File: config.mk
export PLATFORM = sky130hd
export DESIGN_NAME = bram_sd_sync
export DESIGN_NICKNAME = d
export VERILOG_FILES = /design/src/rtl/bram_sd_pkg.sv /design/src/rtl/bram_fmt_gen.sv /design/src/rtl/bram_sd_sync.sv
export SDC_FILE = /design/constraint.sdc
export NUM_CORES = 1
export LEC_CHECK = 0
export ABC_CLOCK_PERIOD_IN_PS = 2200
export CORE_MARGIN = 2
export CORE_UTILIZATION = 39
export CTS_BUF_LIST = sky130_fd_sc_hd__clkbuf_8
export DETAILED_ROUTE_END_ITERATION = 16
export PLACE_DENSITY = 0.79
export SLEW_MARGIN = 5
export SYNTH_ARGS = -nofsm -noshare
export SYNTH_HDL_FRONTEND = slang
export SYNTH_SLANG_ARGS = --single-unit
File: constraint.sdc
create_clock -name clk_sys -period 2.2 [get_ports clk_sys]
set_clock_uncertainty 0.15 [all_clocks]
set_input_delay 0.33 -clock clk_sys [delete_from_list [all_inputs] [get_ports clk_sys]]
set_output_delay 0.33 -clock clk_sys [all_outputs]
set_load 0.005 [all_outputs]
File: src/rtl/bram_sd_pkg.sv
// Shared definitions for the backup-RAM SD sequencer: FSM states, HuBM header words, sector geometry.
package bram_sd_pkg;

    typedef enum logic [2:0] {
        ST_IDLE   = 3'd0,
        ST_REQ    = 3'd1,
        ST_XFER   = 3'd2,
        ST_NEXT   = 3'd3,
        ST_FORMAT = 3'd4
    } state_t;

    localparam int SECTOR_WORDS = 256;

    localparam logic [15:0] HUBM_HDR [4] = '{16'h5548, 16'h4D42, 16'h8800, 16'h8010};

    // A freshly formatted buffer carries the header in words 0..3 and zeros elsewhere.
    function automatic logic [15:0] fmt_word(input logic in_hdr, input logic [1:0] idx);
        return in_hdr ? HUBM_HDR[idx] : 16'h0000;
    endfunction

endpackage

File: src/rtl/bram_fmt_gen.sv
// Format pattern generator: sweeps every buffer word once, one per cycle, after a start pulse.
module bram_fmt_gen
    import bram_sd_pkg::*;
#(
    parameter int AW = 12
) (
    input  logic          clk_sys,
    input  logic          reset_n,
    input  logic          start,
    input  logic          abort,
    output logic          busy,
    output logic          last,
    output logic [AW-1:0] addr,
    output logic [15:0]   data
);

    logic active;

    always_ff @(posedge clk_sys) begin
        if (!reset_n) begin
            active <= 1'b0;
            addr   <= '0;
        end else if (abort) begin
            active <= 1'b0;
        end else if (start) begin
            active <= 1'b1;
            addr   <= '0;
        end else if (active) begin
            if (&addr) active <= 1'b0;
            addr <= addr + 1'b1;
        end
    end

    assign busy = active;
    assign last = active && (&addr);
    assign data = fmt_word(addr[AW-1:2] == '0, addr[1:0]);

endmodule

File: src/rtl/bram_sd_sync.sv
// Multi-slot backup-RAM save/load/format sequencer between the battery-RAM buffer (port B) and hps_io.
// Optional BRAM_AUTOSAVE_EN adds an idle-timeout autosave of the current slot.
module bram_sd_sync
    import bram_sd_pkg::*;
#(
    parameter int SEC_W    = 4,
    parameter int SLOT_W   = 2,
    parameter int AS_TICKS = 2**24
) (
    input  logic                                clk_sys,
    input  logic                                reset_n,
    input  logic                                download,
    input  logic                                img_mounted,
    input  logic                                img_readonly,
    input  logic [63:0]                         img_size,
    input  logic                                load_req,
    input  logic                                save_req,
    input  logic                                format_req,
    input  logic [SLOT_W-1:0]                   slot,
    input  logic                                core_wr,
    output logic [31:0]                         sd_lba,
    output logic                                sd_rd,
    output logic                                sd_wr,
    input  logic                                sd_ack,
    input  logic [7:0]                          sd_buff_addr,
    input  logic [15:0]                         sd_buff_dout,
    input  logic                                sd_buff_wr,
    output logic [SEC_W+$clog2(SECTOR_WORDS)-1:0] ramb_addr,
    output logic [15:0]                         ramb_wdata,
    output logic                                ramb_we,
    output logic                                ena,
    output logic                                busy,
    output logic                                core_hold,
    output logic                                dirty,
    output logic                                done
);

    localparam int AW = SEC_W + $clog2(SECTOR_WORDS);

    state_t           state;
    logic [SEC_W-1:0] sec_idx;
    logic             op_load;

    logic download_p1, load_p1, save_p1, format_p1, ack_p1;
    logic dl_rise, load_rise, save_rise, fmt_rise, ack_rise, ack_fall;

    logic start_fmt, start_load, start_save;
    logic as_fire;
    logic dirty_arm;

    logic          fmt_busy, fmt_last;
    logic [AW-1:0] fmt_addr;
    logic [15:0]   fmt_data;

    assign dl_rise   = download   && !download_p1;
    assign load_rise = load_req   && !load_p1;
    assign save_rise = save_req   && !save_p1;
    assign fmt_rise  = format_req && !format_p1;
    assign ack_rise  = sd_ack     && !ack_p1;
    assign ack_fall  = !sd_ack    && ack_p1;

    // Core writes are ignored while the core is held for a load or format.
    assign dirty_arm = (state != ST_FORMAT) &&
                       !(op_load && (state inside {ST_REQ, ST_XFER, ST_NEXT}));

`ifdef BRAM_AUTOSAVE_EN
    localparam int AS_W = $clog2(AS_TICKS) + 1;

    logic [AS_W-1:0] as_cnt;
    logic            as_run;

    assign as_run  = (state == ST_IDLE) && ena && dirty;
    assign as_fire = as_run && !core_wr && (as_cnt == AS_W'(AS_TICKS - 1));

    always_ff @(posedge clk_sys) begin
        if (!reset_n) begin
            as_cnt <= '0;
        end else if (!as_run || core_wr || as_fire) begin
            as_cnt <= '0;
        end else begin
            as_cnt <= as_cnt + 1'b1;
        end
    end
`else
    // Without the idle counter the timeout can never expire.
    assign as_fire = (AS_TICKS < 0);
`endif

    // Request arbitration: format beats load beats save; autosave ranks with save.
    always_comb begin
        start_fmt  = 1'b0;
        start_load = 1'b0;
        start_save = 1'b0;
        if (state == ST_IDLE && !dl_rise) begin
            if (fmt_rise)                         start_fmt  = 1'b1;
            else if (ena && load_rise)            start_load = 1'b1;
            else if (ena && (save_rise || as_fire)) start_save = 1'b1;
        end
    end

    always_ff @(posedge clk_sys) begin
        if (!reset_n) begin
            state       <= ST_IDLE;
            sec_idx     <= '0;
            op_load     <= 1'b0;
            sd_lba      <= 32'd0;
            sd_rd       <= 1'b0;
            sd_wr       <= 1'b0;
            ena         <= 1'b0;
            busy        <= 1'b0;
            core_hold   <= 1'b0;
            dirty       <= 1'b0;
            done        <= 1'b0;
            download_p1 <= 1'b0;
            load_p1     <= 1'b0;
            save_p1     <= 1'b0;
            format_p1   <= 1'b0;
            ack_p1      <= 1'b0;
        end else begin
            download_p1 <= download;
            load_p1     <= load_req;
            save_p1     <= save_req;
            format_p1   <= format_req;
            ack_p1      <= sd_ack;
            done        <= 1'b0;

            if (dl_rise)
                ena <= 1'b0;
            else if (download && img_mounted && img_size != 64'd0 && !img_readonly)
                ena <= 1'b1;

            if (dl_rise && state != ST_IDLE) begin
                state     <= ST_IDLE;
                sd_rd     <= 1'b0;
                sd_wr     <= 1'b0;
                busy      <= 1'b0;
                core_hold <= 1'b0;
            end else begin
                case (state)
                    ST_IDLE: begin
                        if (start_fmt) begin
                            state     <= ST_FORMAT;
                            busy      <= 1'b1;
                            core_hold <= 1'b1;
                        end else if (start_load || start_save) begin
                            state     <= ST_REQ;
                            op_load   <= start_load;
                            sec_idx   <= '0;
                            sd_lba    <= 32'({slot, {SEC_W{1'b0}}});
                            sd_rd     <= start_load;
                            sd_wr     <= !start_load;
                            busy      <= 1'b1;
                            core_hold <= start_load;
                            if (start_save) dirty <= 1'b0;
                        end
                    end
                    ST_REQ: begin
                        if (ack_rise) begin
                            sd_rd <= 1'b0;
                            sd_wr <= 1'b0;
                            state <= ST_XFER;
                        end
                    end
                    ST_XFER: begin
                        if (ack_fall) state <= ST_NEXT;
                    end
                    ST_NEXT: begin
                        if (&sec_idx) begin
                            state     <= ST_IDLE;
                            done      <= 1'b1;
                            busy      <= 1'b0;
                            core_hold <= 1'b0;
                            if (op_load) dirty <= 1'b0;
                        end else begin
                            sec_idx <= sec_idx + 1'b1;
                            sd_lba  <= sd_lba + 32'd1;
                            sd_rd   <= op_load;
                            sd_wr   <= !op_load;
                            state   <= ST_REQ;
                        end
                    end
                    ST_FORMAT: begin
                        if (fmt_last) begin
                            state     <= ST_IDLE;
                            done      <= 1'b1;
                            busy      <= 1'b0;
                            core_hold <= 1'b0;
                            dirty     <= 1'b1;
                        end
                    end
                    default: state <= ST_IDLE;
                endcase
            end

            // A core write lands last so it re-marks the buffer even at a save start.
            if (core_wr && dirty_arm) dirty <= 1'b1;
        end
    end

    // Port B: format pattern, SD load data, or a read-only address during save.
    always_comb begin
        ramb_addr  = '0;
        ramb_wdata = 16'h0000;
        ramb_we    = 1'b0;
        if (state == ST_FORMAT) begin
            ramb_addr  = fmt_addr;
            ramb_wdata = fmt_data;
            ramb_we    = fmt_busy;
        end else if (state == ST_XFER) begin
            ramb_addr  = {sec_idx, sd_buff_addr};
            ramb_wdata = sd_buff_dout;
            ramb_we    = op_load && sd_buff_wr && sd_ack;
        end
    end

    bram_fmt_gen #(
        .AW (AW)
    ) u_fmt (
        .clk_sys (clk_sys),
        .reset_n (reset_n),
        .start   (start_fmt),
        .abort   (dl_rise),
        .busy    (fmt_busy),
        .last    (fmt_last),
        .addr    (fmt_addr),
        .data    (fmt_data)
    );

endmodule

# [Yosys cells after proc, flatten, opt, wreduce, memory -nomap -nowiden]
# Index checks and enable logic that the tools add are counted.
# Widths: inputs -> output; s select.
[op_classes] n_eq_ne=20 n_bitwise=5 n_mux=67 addsub=3 magnitude_cmp=1 reduce_logical=52
[ops] op="$mux 32" count=3
[ops] op="$mux 16" count=5
[ops] op="$pmux 32 s2" count=1
[ops] op="$reduce_bool 64->1" count=1
[ops] op="$mux 12" count=4
[ops] op="$mux 1" count=37
[ops] op="$add 32x1->32 const B" count=1
[ops] op="$bmux 16 s2" count=1
[ops] op="$logic_and 1x1->1" count=19
[ops] op="$reduce_and 4->1" count=4
[ops] op="$mux 3" count=5
[ops] op="$pmux 1 s3" count=5
[ops] op="$pmux 3 s5" count=1
[ops] op="$add 12x1->12 const B" count=1
[ops] op="$mux 4" count=3
[ops] op="$ne 3x2->1 const B" count=4
[ops] op="$reduce_and 12->1" count=1
[ops] op="$reduce_bool 3->1" count=4
[ops] op="$logic_not 1->1" count=11
[ops] op="$logic_not 10->1" count=1
[ops] op="$ne 2x2->1 const B" count=5
[ops] op="$reduce_and 5->1" count=2
[ops] op="$pmux 4 s2" count=1
[ops] op="$reduce_and 8->1" count=1
[ops] op="other kinds (17)" count=27
[totals] elab_cells=166 output_inout_bits=68 regBits=65

# [Longest topological paths before layout]
[logic_depth] word_depth=13 mapped_depth=8 ltp_nobuf=6

# [Modules after synthesis]
# A second synthesis with hierarchy kept.
[hier_totals] cells_unflattened=467 area_unflattened_um2=3860.0
[by_module_without_submodules] module="bram_sd_sync" instances=1 area_each_um2=3011.6 seq_area_each_um2=1041.0 cells_each=367
[by_module_without_submodules] module="bram_fmt_gen" instances=1 area_each_um2=848.3 seq_area_each_um2=260.2 cells_each=100

# [Worst setup path before layout]
# Ideal clock, no wire load.
[synth_timing] path_type="register to register" from="register state[2]" to="register sd_lba[31]" n_path_buf=2 setup_ns=0.071 required_ns=1.979 arrival_ns=1.972 stages_incl_launch_ff=8 setup_slack_ns=0.007 cell_sequence="dfxtp_1 -> buf_4 -> nor3_4 -> o2111ai_4 -> a2111o_1 -> buf_6 -> or3_1 -> a21oi_1"
[synth_between] elab_chain_cells=6 word_cells_on_any_way=16 classes_between="eq/ne: 4; mux: 4; bitwise: 1; reduce/logical: 7"
[synth_lines] item="from (decl)" line="bram_sd_sync.sv:40" text="state_t state;"
[synth_lines] item="from (signal assigned)" line="bram_sd_sync.sv:103" text="state <= ST_IDLE;"
[synth_lines] item="from (signal assigned)" line="bram_sd_sync.sv:133" text="state <= ST_IDLE;"
[synth_lines] item="from (signal assigned)" line="bram_sd_sync.sv:142" text="state <= ST_FORMAT;"
[synth_lines] item="$logic_not 3->1" line="bram_sd_sync.sv:94, bram_sd_sync.sv:139"
[synth_lines] item="$logic_and 1x1->1" line="bram_sd_sync.sv:94" text="if (state == ST_IDLE && !dl_rise) begin"
[synth_lines] item="$mux 1" line="bram_sd_sync.sv:94"
[synth_lines] item="$logic_or 1x1->1" line="bram_sd_sync.sv:145" text="end else if (start_load || start_save) begin"
[synth_lines] item="$ne 2x1->1 (no line)"
[synth_lines] item="$reduce_and 5->1 (no line)"
[synth_lines] item="to (signal assigned)" line="bram_sd_sync.sv:149" text="sd_lba <= 32'({slot, {SEC_W{1'b0}}});"
[synth_lines] item="to (signal assigned)" line="bram_sd_sync.sv:176" text="sd_lba <= sd_lba + 32'd1;"
[synth_lines] item="to (decl)" line="bram_sd_sync.sv:21" text="output logic [31:0] sd_lba,"
# Several ways; a longest one is shown, not always the timed one.
# A chain may end at the register's enable or synchronous reset.

# [Final worst setup path]
[layout_timing] from="register u_fmt.addr[8]" to="output port ramb_wdata[6]"
[layout_between] elab_chain_cells=3
[layout_lines] item="from (decl)" line="bram_fmt_gen.sv:13" text="output logic [AW-1:0] addr,"
[layout_lines] item="from (signal assigned)" line="bram_fmt_gen.sv:30" text="addr <= addr + 1'b1;"
[layout_lines] item="$logic_not 10->1" line="bram_fmt_gen.sv:36" text="assign data = fmt_word(addr[AW-1:2] == '0, addr[1:0]);"
[layout_lines] item="$mux 16" line="bram_sd_pkg.sv:18" text="return in_hdr ? HUBM_HDR[idx] : 16'h0000;"
[layout_lines] item="$mux 16" line="bram_sd_sync.sv:205" text="if (state == ST_FORMAT) begin"
[layout_lines] item="to (decl)" line="bram_sd_sync.sv:29" text="output logic [15:0] ramb_wdata,"
# No other way between the ends.

==> out/results.md <==
| Quantity | Value | Unit |
| --- | --- | --- |
| Global-route total usage across every layer | 27.2 | % |
| Count of routing violations after the opening detailed-route iteration | 201 | - |
| CTS Buf Count | 9 | - |
| Share of the synthesized area in the top cell type | 34.7 | % |
| Layout cells sized above 1 | 24.7 | % |
| Status | finished with violations | - |
| # rows | 35 | - |
| Synth cell types | 51 | - |
| Overall power consumption | 3.01 | mW |
| Length in cells of the worst reg-to-reg path | 6 | - |
| Antenna violations before repair | 0 | - |
| Final layout net count | 821 | - |
| Violations in the final reports | negative setup slack | - |
| IO Count | 169 | - |
| WP data required | 1720 | ps |
| Clock tree buffer depth | 2 | - |
| Area growth from synthesis to layout | 74.4 | % |
| Hold crit path type | reg -> reg | - |
| Final weighted congestion of routability-driven global placement | 0.883 | - |
| Number of vias in the routed layout | 4722 | - |
| Residual DRC count | 0 | - |
| Chip Height | 102 | um |
| Sequential area share after synthesis | 34.7 | % |
| Max-slew headroom | 61.9 | % |
| Global-route wire length before repair | 22.5 | mm |
| Yosys top cell by area | dfxtp_1 | - |
| Number of global-route vias before repair | 4712 | - |
| Crit Path Category | reg -> out | - |
| Worst EP arrival | 2110 | ps |
| Maximum level of the CTS H-tree | 3 | - |
| Warning count from the yosys run | 0 | - |
| Floorplan die area | 10400 | sq um |
| Vias per std cell | 5.56 | - |
| Post-route cell area | 6540 | sq um |
| Placeable Area | 9280 | sq um |
| Number of pins with negative max-slew slack in the final report | 0 | - |
| Count of nets left with antenna violations after detail routing | 0 | - |
| Biggest area contributors in the synthesized netlist | dfxtp_1, a21oi_1, xnor2_1, nand2_1, a22o_1 | - |
| Number of enable-type register cells in the synthesized netlist | 0 | - |
| Remaining global-route overflow | 0 | - |
| Number of sinks handled by clock tree synthesis | 65 | - |
| Drt first pass iters | 4 | - |
| Number of cells produced by synthesis | 469 | - |
| Slew at the pin closest to its max-slew limit | 572 | ps |
| Worst IR drop on VDD | 0.000300 | V |
| Clock transition at the registers of the reported paths | 80 | ps |
| Final routed wire length divided by cell count | 16.8 | um |
| Maximum fanout encountered on the critical timing path | 2 | - |
| Unrepaired setup endpoints after global routing | true | - |
| Total of max-cap violations | 0 | - |
| Element type at the critical path start | flop | - |
| Root cell of the clock tree | clkbuf_8 | - |
| PD cells | 461 | nW/um^2 |
| Summed instance area of the synthesized netlist | 3750 | sq um |
| Hold Fails Final Rpt | 0 | - |
| Peak clock frequency supported by timing | 386 | MHz |
| Final Hold Slack | 327 | ps |
| Total detailed-routing wirelength | 14.3 | mm |
| Min setup slack post-route | -392 | ps |
| Flop and latch count out of synthesis | 65 | - |
| N_diodes | 0 | - |
| Setup crit end kind | output port | - |
| Number of buffers added on ports | 168 | - |
| Post-synth net total | 575 | - |
| Die width | 102 | um |
| Final cycle utilization of the critical path | 118 | % |
| Leakage power | 2.52 | nW |
| Cells on Worst Hold Path | 2 | - |
| Later-pin clock latency in the skew report | 350 | ps |
| Synth Area per Inst | 8.00 | sq um |
| Final design utilization | 70.5 | % |
| Prevailing post-synth register cell | dfxtp_1 | - |
| Final setup violating endpoints | 19 | - |
| Cts-stage hold buffer count | 0 | - |
| Clock tree from TritonCTS | yes | - |
| Starting density of the core | 40.4 | % |
| Detailed Place HPWL | 10.1 | mm |
| Final min period | 2590 | ps |
| Placed inst area | 6090 | sq um |
| Largest net degree at the start of global routing | 35 | - |
| Async SR Flop Fraction | 0 | % |
what timing repair did:
action,CTS,global route
pin swaps,18,21
endpoints found under the setup margin,41,45
cloned,3,1
buffers inserted,11,6
resized for setup,109,60
logic make-up (layout without fill, tap and decap cells):
logic type      Yosys count  count (layout)  share of synthesized area (%)
flops                    65              65                           34.7
buf+inv                  40             289                           4.37
mux                       1               1                          0.267
xor+xnor                 21              21                           4.90
compound gates          125             127                           23.1
simple gates            211             211                           30.8
fa+ha+maj                 6               6                           1.93
where the power goes:
group	switching, mW	total [mW]	internal (mW)
registers	0.0243	1.22	1.20
logic	0.252	0.610	0.358
clock network	0.484	1.18	0.696
sequential cells by signal, indices dropped and copies added, names as in the netlist:
| signal | count |
|---|---|
| download_p1 | 1 |
| load_p1 | 1 |
| done | 1 |
| format_p1 | 1 |
| op_load | 1 |
| u_fmt.busy | 1 |
| sd_rd | 1 |
| ack_p1 | 1 |
| ena | 1 |
| sec_idx | 4 |
| save_p1 | 1 |
| u_fmt.addr | 12 |
| dirty | 1 |
| state | 3 |
| busy | 1 |
| core_hold | 1 |
| sd_wr | 1 |
| sd_lba | 32 |
routing by layer:
layer | part of all wire [%] | up-vias | GRT usage, %
li1 | - | 2253 | -
met1 | 39 | 2219 | 31.6
met2 | 52 | 216 | 48.2
met3 | 7.2 | 34 | 6.09
met4 | 2.2 | 0 | 11.5
met5 | 0 | - | 0
Yosys cell counts, types with 2 or more instances:
cell type / number
o31ai_1: 7
a32o_1: 2
nand2_1: 40
nor3_1: 9
o21a_1: 2
and4_1: 8
o211ai_1: 2
clkbuf_1: 24
a22o_1: 16
a21boi_0: 3
buf_2: 2
inv_1: 11
ha_1: 5
xnor2_1: 19
or3_1: 15
o211a_1: 2
xor2_1: 2
nand4_1: 17
nor2b_1: 5
o21ai_0: 21
nor2_1: 28
a2111o_1: 2
dfxtp_1: 65
a31oi_1: 2
or4_1: 8
and3_1: 8
a2111oi_0: 6
nand3b_1: 2
a21o_1: 8
and3b_1: 2
a21oi_1: 37
nand3_1: 26
a211oi_1: 6
and2_1: 17
nand2b_1: 5
nor4_1: 20
worst paths after layout:
kind,to,startpoint,slack [ps]
worst min register to register,sd_wr$_SDFFE_PP0P_,sd_wr$_SDFFE_PP0P_,330
worst max-delay path,ramb_wdata[6],u_fmt.addr[8]$_SDFFE_PN0P_,-390
worst min-delay path,sd_wr$_SDFFE_PP0P_,sd_wr$_SDFFE_PP0P_,330
worst max register to register,sd_lba[15]$_SDFFE_PN0P_,state[1]$_SDFFE_PP0P_,-60
final cells by class:
| type | instances | area [sq um] |
|---|---|---|
| Fill cell | 733 | 2740 |
| Multi-Input combinational cell | 366 | 2450 |
| Timing Repair Buffer | 262 | 2350 |
| Sequential cell | 65 | 1310 |
| Tap cell | 129 | 161 |
| Clock buffer | 11 | 151 |
| Clock inverter | 5 | 77.6 |
| Inverter | 11 | 41.3 |
critical path: stages, from the launching register on:
cell,delay [ps]
dfxtp_2,320
or4_4,520
nor3_2,170
and3_4,230
and2_4,140
buf_6,100
buf_6,90
a21o_1,80
buf_2,110
cell usage in the layout, fill, tap and decap left out, types with 7 or more instances in the layout:
cell	Yosys	layout
clkdlybuf4s50_1	0	139
and2_1	17	15
buf_2	2	17
clkbuf_8	0	11
a21oi_1	37	28
or3_1	15	14
nand4_1	17	17
clkbuf_2	0	12
nor4_1	20	20
and3_1	8	7
inv_1	11	11
buf_4	1	79
a22o_1	16	16
dfxtp_1	65	60
nor2_1	28	28
and4_1	8	7
a21oi_2	1	10
xnor2_1	19	19
a21o_1	8	7
nand2_1	40	38
o21ai_0	21	17
nand3_1	26	26
o31ai_1	7	7
buf_6	1	11
per-stage QoR:
step	instances	setup WS, ps	setup TNS, ps
finish	849	-392	-3280
global placement	815	-375	-9790
detailed placement	815	-498	-12690
floorplan	469	7.30	0
global route	849	-471	-4890
CTS	845	-414	-3090
Note: power is estimated with default switching activity, not from simulation.
